### config.mk
export PLATFORM = sky130hd
export DESIGN_NAME = sync_filter_bank
export DESIGN_NICKNAME = d
export VERILOG_FILES = /design/src/rtl/sync_pkg.sv /design/src/rtl/sync_filter_channel.sv /design/src/rtl/sync_filter_bank.sv
export SDC_FILE = /design/constraint.sdc
export NUM_CORES = 1
export LEC_CHECK = 0
export CORE_ASPECT_RATIO = 0.8
export CORE_UTILIZATION = 50
export DETAILED_ROUTE_END_ITERATION = 16
export MAX_ROUTING_LAYER = met4
export PLACE_DENSITY = 0.74
export SLEW_MARGIN = 20
export SYNTH_ARGS = -nofsm -noshare
export SYNTH_HDL_FRONTEND = slang
export SYNTH_SLANG_ARGS = --single-unit
### constraint.sdc
create_clock -name i_clk -period 1.5 [get_ports i_clk]
set_input_delay 0.375 -clock i_clk [delete_from_list [all_inputs] [get_ports i_clk]]
set_output_delay 0.375 -clock i_clk [all_outputs]
set_load 0.005 [all_outputs]
### src/rtl/sync_pkg.sv
// Shared constants and helpers for the input-conditioning (synchroniser + stability filter) blocks.
package sync_pkg;

  localparam int SYNC_STAGES_DEF   = 2;
  localparam int FILTER_CYCLES_DEF = 4;

  // Counter wide enough to hold 0..filterCycles; never narrower than one bit.
  function automatic int cntWidth(input int filterCycles);
    return (filterCycles < 1) ? 1 : $clog2(filterCycles + 1);
  endfunction

endpackage

### src/rtl/sync_filter_channel.sv
// One conditioning channel: flop-chain synchroniser, persistence filter and registered rise/fall pulses.
module sync_filter_channel
  import sync_pkg::*;
#(
  parameter int   STAGES        = SYNC_STAGES_DEF,
  parameter int   FILTER_CYCLES = FILTER_CYCLES_DEF,
  parameter logic RESET_VAL     = 1'b0
) (
  input  logic i_clk,
  input  logic i_rst,
  input  logic i_async,
  output logic o_data,
  output logic o_rise,
  output logic o_fall,
  output logic o_eventNext
);

  localparam int            CW       = cntWidth(FILTER_CYCLES);
  localparam logic [CW-1:0] CNT_LAST = CW'(FILTER_CYCLES - 1);

  (* ASYNC_REG = "TRUE" *) logic [STAGES-1:0] r_syncChain;

  logic [CW-1:0] r_cnt;
  logic          r_data;
  logic          r_rise;
  logic          r_fall;
  logic          w_syncQ;
  logic          w_differs;
  logic          w_accept;

  assign w_syncQ   = r_syncChain[STAGES-1];
  assign w_differs = (w_syncQ != r_data);
  assign w_accept  = w_differs && (r_cnt == CNT_LAST);

  // Any cycle where the synchronised level agrees with the output restarts the persistence count.
  always_ff @(posedge i_clk) begin
    if (i_rst) begin
      r_syncChain <= {STAGES{RESET_VAL}};
      r_data      <= RESET_VAL;
      r_cnt       <= '0;
      r_rise      <= 1'b0;
      r_fall      <= 1'b0;
    end else begin
      r_syncChain <= {r_syncChain[STAGES-2:0], i_async};
      r_rise      <= w_accept && w_syncQ;
      r_fall      <= w_accept && !w_syncQ;
      if (!w_differs) begin
        r_cnt <= '0;
      end else if (w_accept) begin
        r_data <= w_syncQ;
        r_cnt  <= '0;
      end else begin
        r_cnt <= r_cnt + CW'(1);
      end
    end
  end

  assign o_data      = r_data;
  assign o_rise      = r_rise;
  assign o_fall      = r_fall;
  assign o_eventNext = w_accept && !i_rst;

endmodule

### src/rtl/sync_filter_bank.sv
// Multi-channel pin conditioning bank: WIDTH independent filtered channels plus a shared "changed" strobe.
module sync_filter_bank
  import sync_pkg::*;
#(
  parameter int               WIDTH         = 8,
  parameter int               STAGES        = SYNC_STAGES_DEF,
  parameter int               FILTER_CYCLES = FILTER_CYCLES_DEF,
  parameter logic [WIDTH-1:0] RESET_VAL     = {WIDTH{1'b0}}
) (
  input  logic             i_clk,
  input  logic             i_rst,
  input  logic [WIDTH-1:0] i_async_in,
  output logic [WIDTH-1:0] o_data_out,
  output logic [WIDTH-1:0] o_rise,
  output logic [WIDTH-1:0] o_fall,
  output logic             o_changed
);

  logic [WIDTH-1:0] w_eventNext;
  logic             r_changed;

  for (genvar g = 0; g < WIDTH; g++) begin : g_channel
    sync_filter_channel #(
      .STAGES       (STAGES),
      .FILTER_CYCLES(FILTER_CYCLES),
      .RESET_VAL    (RESET_VAL[g])
    ) u_channel (
      .i_clk      (i_clk),
      .i_rst      (i_rst),
      .i_async    (i_async_in[g]),
      .o_data     (o_data_out[g]),
      .o_rise     (o_rise[g]),
      .o_fall     (o_fall[g]),
      .o_eventNext(w_eventNext[g])
    );
  end

  // Built from the channels' next-cycle acceptances so it lines up with the registered pulses.
  always_ff @(posedge i_clk) begin
    if (i_rst) begin
      r_changed <= 1'b0;
    end else begin
      r_changed <= |w_eventNext;
    end
  end

  assign o_changed = r_changed;

endmodule
==> summary.md, run 1 <==
| Metric | Value |
|---|---|
| Comb power frac | 2.8% |
| Final ANT Viol Nets | 0 |
| Die X | ~80 um |
| Cells along the critical path | ha_1 -> ha_1 -> inv_1 -> o22a_2 -> a41oi_1 |
| Worst r2r src | g_channel[6].u_channel.r_cnt[0] |
| Leak pwr | around 1.3 nW |
| Layout cells sized above 1 | between 10% and 20% |
| Crit. End Element | register |
| Dpl hpwl | 2.37 mm |
| Max Transition Viols Final | 0 |
| PortBufs | 34 |
| Pwr Density | 1140 mW/mm2 |
| Hold Crit Start | g_channel[3].u_channel.r_cnt[0] |
| Crit-path max FO | 3 |
| Largest net degree at the start of global routing | 35 |
| Status | finished, final reports clean |
| Drt drc | 0 |
| R2r worst-path depth | 5 |
| Clk pwr share | a little over two fifths |
| Mean cell area of the mapped netlist | around 11 um2 |
| Via density | approximately 4.7 |
| CP Data Required Time | ~1800 ps |
| Fraction of registers with async set/reset | 0% |
| GRT Util Overall | between 15 and 20% |
| Clock Latency Late Sink | 330 ps |
| Dpl cells | 288 |
| TritonRoute pass-1 iters | 4 |
| First-pass GRT wire length | 6.13 mm |
| TritonCTS clock tree | done |
| Top_reg_cell synth | dfxtp_1 |
| Cell accounting for the most synthesized area | dfxtp_1 |
| Final period utilization | 88.3% |
| Worst-margin pin slew | 322 ps |
| GP Congestion | 0.671 |
| Commonest cells post-synth | 65 x dfxtp_1, 24 x buf_4, 23 x nor2_1, 16 x ha_1, 16 x nor2b_1 |
| Yosys warning total | 0 |
| Final wirelength | 3.49 mm |
| Tmin final | 1330 ps |
| Cells after Synth | 222 |
| CP max stage delay | 360 ps |
| Syn nets | 248 |
| Multi-input gate area | 872 um2 |
| Per-cell routed wire length | 11.4 um |
| Number of fill cells in the layout | a little under 400 |
| Max-cap viol count | 0 |
| P_int | 2.64 mW |
| Die area | 0.00515 mm2 |
| GRT overflow | 0 |
| H-tree lvl count | 3 |
| Nets | 269 |
| Sw power | 647 uW |
| CP Launch Type | register |
| CTS Buf Count | 9 |
| Flop-to-flop setup slack | 170 ps |
| Final hold violations | 0 |
| Register Area | between 0.001 and 0.0015 mm2 |
| Clock transition at path regs | approximately 70 ps |
| Mapped cell area | 0.00243 mm2 |
| Starting density of the core | 52.7% |
| Non-Filler Instances | a little over 300 |
| Initial antenna violation count | 0 |
| Clk root buf | clkbuf_8 |
| Clock Sinks | between 60 and 70 |
| Die Y | 64.4 um |
| Register area share after synthesis | 53.4% |
| Synthesis-to-layout area growth | 17.9% |
| Hold Path Sink | g_channel[3].u_channel.r_cnt[0] |
| CORE AREA | between 0.004 and 0.005 mm2 |
| Top cell by count, worst path | ha_1 |
| Final Setup Violations | 0 |
| Top-count cell post-synth | dfxtp_1 |
| Total I/O pin count | 35 |
| CP max-delay cell | dfxtp_1 |
| Sw frac | approximately a fifth |
| Slew Limit Headroom | 78.6% |
| Vias in the first global route | 1371 |
| DR iter-0 viols | between 60 and 70 |
| Final Util | 62.1% |
| Arrival time worst endpoint | 1580 ps |
| Row cnt | 22 |
| Number of flops mapped to enable cells by yosys | 0 |
| Crit Path Class | register to register |
| CTS Buffer Depth | 2 |
| Worst VDD drop | 757 uV |
| Via count | between 1k and 1.5k |
| Hold path depth | 1 |
| Post-synth top area share | 53.4% |
| Synth top area cells | dfxtp_1 53%, ha_1 8.2%, buf_4 7.4% |
| Sequential Power Share | between 50% and 60% |
| Antenna cell count | 0 |
| Worst r2r dst | o_changed |
| Yosys reg bits | 65 |
| Hold Crit Class | register to register |
| Layout Skew | 4.45 ps |
| Max Clk Rate | 755 MHz |
| RSZ-0062 raised after global routing | false |
| Post-synth cell types | 22 |
| Fin Setup TNS | 0 ps |
-- sequential cells by signal, indices dropped and copies added, names as in the netlist --
signal,cells
g_channel.u_channel.o_fall,8
o_changed,1
g_channel.u_channel.r_syncChain,16
g_channel.u_channel.o_data,8
g_channel.u_channel.o_rise,8
g_channel.u_channel.r_cnt,24
-- critical path: cells and delay by family, from the launching register on --
| family | cells | cell delay (ps) |
|---|---|---|
| flip-flops | 1 | 360 |
| buffers and inverters | 1 | 90 |
| AO/OA/AOI/OAI | 2 | 420 |
| adder cells (fa/ha/maj) | 2 | 370 |
-- cell families (layout without fill, tap and decap cells) --
group                      after synthesis  after routing  synth area share, %
DFF                                     65             65                 53.4
muxes                                    8              8                 3.29
AOI/OAI and AO/OA                        5              5                 1.75
xor gates and xnor gates                 8              8                 2.88
buffers and inverters                   43             68                 10.7
adders and majority gates               16             16                 8.22
and+or+nand+nor                         77             77                 19.7
-- layout by cell type (no fill, tap or decap) --
cell type         n
a22oi_1           2
or3_4             3
xor2_1            5
mux2i_1           8
buf_2             1
bufinv_16         1
clkbuf_1          1
nor4b_1           6
buf_4             4
dfxtp_1          57
inv_1            14
and3_1            5
ha_1             16
clkinv_2          2
nor2_1           23
nand2_1           5
xnor2_1           3
dfxtp_2           4
nor2b_1          16
nor4bb_1         10
buf_12            1
dfxtp_4           4
a41oi_1           1
dlygate4sd2_1    25
o22a_2            1
clkdlybuf4s50_1   8
a2bb2oi_1         1
clkbuf_8         11
nor2_2            9
-- power by group through the flow --
stage	Sequential (mW)	Combinational [mW]	Clock, mW
CTS	1.76	0.0949	1.48
detailed placement	1.81	0.0943	0
global route	1.76	0.105	1.58
finish	1.76	0.0930	1.43
floorplan	1.80	0.0596	0
global placement	1.81	0.0931	0
-- per-layer routing --
| metal | share of wire, % | GRT usage (%) |
|---|---|---|
| met4 | 2.6 | 10.0 |
| met1 | 47 | 18.5 |
| met5 | 0 | - |
| met2 | 46 | 25.1 |
| met3 | 4.8 | 8.03 |
-- cell type report --
type	instances	share of cell area, %
Inverter	14	1.83
Tap cell	60	2.62
Timing Repair Buffer	39	12.3
Clock inverter	3	1.39
Clock buffer	12	5.41
Multi-Input combinational cell	114	30.4
Sequential cell	65	46.0
-- worst max-delay path by stage --
stage	from	endpoint	slack, ps	cells past startpoint
CTS	g_channel[6].u_channel.r_cnt[0]	o_changed	150	5
finish	g_channel[6].u_channel.r_cnt[0]	o_changed	170	5
detailed placement	g_channel[6].u_channel.r_cnt[0]	o_changed	190	5
floorplan	g_channel[0].u_channel.r_cnt[0]	g_channel[0].u_channel.r_cnt[0]	270	4
global route	g_channel[6].u_channel.r_cnt[0]	o_changed	100	5
global placement	g_channel[2].u_channel.o_data	o_data_out[2]	200	1
-- stage by stage --
| step | cell area (um2) | power, mW | setup slack (ps) | hold WS, ps |
|---|---|---|---|---|
| 2_1_floorplan | 2430 | 1.86 | 265 | 397 |
| 3_3_place_gp | 2660 | 1.90 | 203 | 409 |
| 3_5_place_dp | 2660 | 1.90 | 192 | 415 |
| 4_1_cts | 2870 | 3.33 | 150 | 407 |
| 5_1_grt | 2870 | 3.44 | 97.6 | 429 |
| 6_report | 2870 | 3.29 | 175 | 418 |
-- what timing repair did --
item / 4_1_cts / 5_1_grt
endpoints found under the setup margin: 25 / 0
resized for setup: 37 / 0
endpoints found under the hold margin: 0 / 0
hold buffers: 0 / 0
setup buffers: 4 / 0
Power figures use the tool's default switching activity.
==> run 2, diff against run 1 <==
--- a/config.mk
+++ b/config.mk
@@ -10,6 +10,7 @@
 export DETAILED_ROUTE_END_ITERATION = 16
 export MAX_ROUTING_LAYER = met4
 export PLACE_DENSITY = 0.74
+export SKIP_CTS_REPAIR_TIMING = 1
 export SLEW_MARGIN = 20
 export SYNTH_ARGS = -nofsm -noshare
 export SYNTH_HDL_FRONTEND = slang
==> run 2 against run 1 <==
Cell count down 1.3%. Sequential power about the same. Die area unchanged. Clock-buffer cell count unchanged. Worst hold slack about the same. Critical endpoint unchanged. Highest routed layer unchanged.
==> summary.md, run 2 (synthesis gave the netlist of run 1 again) <==
| Metric | Value |
|---|---|
| Status | finished, final reports clean |
| CP max stage delay | 360 ps |
| Top cell by count, worst path | ha_1 |
| Pwr Density | ~1100 mW/mm2 |
| Clock Latency Late Sink | 330 ps |
| Fin Hold WS | 418 ps |
| First-pass GRT wire length | between 5 and 6 mm |
| TritonCTS clock tree | done |
| Final instance area | just under 0.003 mm2 |
| Nets | approximately 270 |
| Cells along the critical path | ha_1 -> ha_1 -> inv_1 -> o22a_2 -> a41oi_1 |
| Synthesis-to-layout area growth | 20.7% |
| Clock Sinks | 65 |
| Final hold violations | 0 |
| Worst r2r dst | o_changed |
| Worst-margin pin slew | 327 ps |
| Leak pwr | 1.59 nW |
| Initial antenna violation count | 0 |
| Total I/O pin count | 35 |
| CP Data Required Time | 1760 ps |
| CORE AREA | 0.00462 mm2 |
| Number of fill cells in the layout | 374 |
| Final period utilization | 88.1% |
| Final Setup Violations | 0 |
| Die X | 80.0 um |
| Die area | 0.00515 mm2 |
| Worst r2r src | g_channel[6].u_channel.r_cnt[0] |
| CTS Buf Count | 9 |
| Per-cell routed wire length | around 12 um |
| Clock transition at path regs | 70 ps |
| Slew Limit Headroom | roughly 78% |
| Antenna cell count | 0 |
| H-tree lvl count | 3 |
| Worst VDD drop | 759 uV |
| Vias in the first global route | between 1k and 1.5k |
| Final Util | 63.6% |
| Crit. End Element | register |
| CTS Buffer Depth | 2 |
| Largest net degree at the start of global routing | 35 |
| Non-Filler Instances | 303 |
| Crit-path max FO | 3 |
| Power, Total | 3.28 mW |
| CP Launch Type | register |
| DP Area | 0.00266 mm2 |
| Crit Path Class | register to register |
| Most common cell after layout, fill and taps aside | dfxtp_1 |
| Dpl cells | about 290 |
| GP Congestion | 0.671 |
| Starting density of the core | 52.7% |
| PortBufs | 34 |
| Max Transition Viols Final | 0 |
| Tmin final | 1320 ps |
| WP buf/inv | 1 |
| R2r worst-path depth | 5 |
| Flop-to-flop setup slack | roughly 180 ps |
| Crit path depth | 5 |
| CP max-delay cell | dfxtp_1 |
| Die Y | 64.4 um |
| Clk root buf | clkbuf_8 |
| GRT overflow | 0 |
| TritonRoute pass-1 iters | 4 |
| Final wirelength | 3.56 mm |
| Largest reg by FF count | g_channel.u_channel.r_cnt |
| Row cnt | 22 |
| GRT Util Overall | 16.6% |
| RSZ-0062 raised after global routing | false |
| Dpl hpwl | 2.37 mm |
| Drt drc | 0 |
| Top flop regs | g_channel.u_channel.r_cnt (24), g_channel.u_channel.r_syncChain (16) |
| Place WS | 192 ps |
| Hold Crit Class | register to register |
| Crit path to | o_changed |
| Max reg flops | 24 |
| Max Clk Rate | 757 MHz |
| DR iter-0 viols | 65 |
| Layout cells sized above 1 | 15.2% |
| Via density | 4.65 |
| Arrival time worst endpoint | 1580 ps |
| Max-cap viol count | 0 |
| Fin Setup TNS | 0 ps |
| Crit path from | g_channel[6].u_channel.r_cnt[0] |
| Setup slack after layout | 179 ps |
| Final ANT Viol Nets | 0 |
| Commonest non-fill, non-tap cells in the layout | 57 x dfxtp_1, 25 x dlymetal6s2s_1, 23 x nor2_1 |
| Via count | 1409 |
| Critical path's top delay family | compound AO/OA/AOI/OAI gates |
| Layout Skew | roughly 4.2 ps |
run 2: worst min path at each step:
stage / depth (start not counted) / slack, ps / endpoint / start
after floorplan: 1 / 400 / g_channel[1].u_channel.r_cnt[0] / g_channel[1].u_channel.r_cnt[0]
after global placement: 1 / 410 / g_channel[7].u_channel.r_cnt[0] / g_channel[7].u_channel.r_cnt[0]
after detailed placement: 1 / 410 / g_channel[3].u_channel.r_cnt[0] / g_channel[3].u_channel.r_cnt[0]
after CTS: 2 / 410 / g_channel[0].u_channel.r_syncChain[1] / i_rst
after global routing: 2 / 430 / g_channel[0].u_channel.r_syncChain[1] / i_rst
final: 1 / 420 / g_channel[3].u_channel.r_cnt[0] / g_channel[3].u_channel.r_cnt[0]
run 2: layer usage:
layer	wire length (um)	GRT usage (%)	vias up
li1	-	-	737
met1	1640	18.3	629
met2	1630	24.3	30
met3	184	8.03	13
met4	95	10.0	0
met5	0	-	-
run 2: final cells by class:
class	instances	area [um2]	area share (%)
flip-flops and latches	65	1330	45.1
multi-input cells	114	872	29.7
repair buffers	35	418	14.2
clock buffers	12	155	5.28
well taps	60	75.1	2.55
inverters	14	52.6	1.79
clock inverters	3	40.0	1.36
run 2: power by group:
part	total, mW	internal [mW]	switching [mW]
clock	1.43	0.843	0.591
sequential	1.76	1.74	0.0150
combinational	0.0930	0.0499	0.0431
total	3.28	2.64	0.649
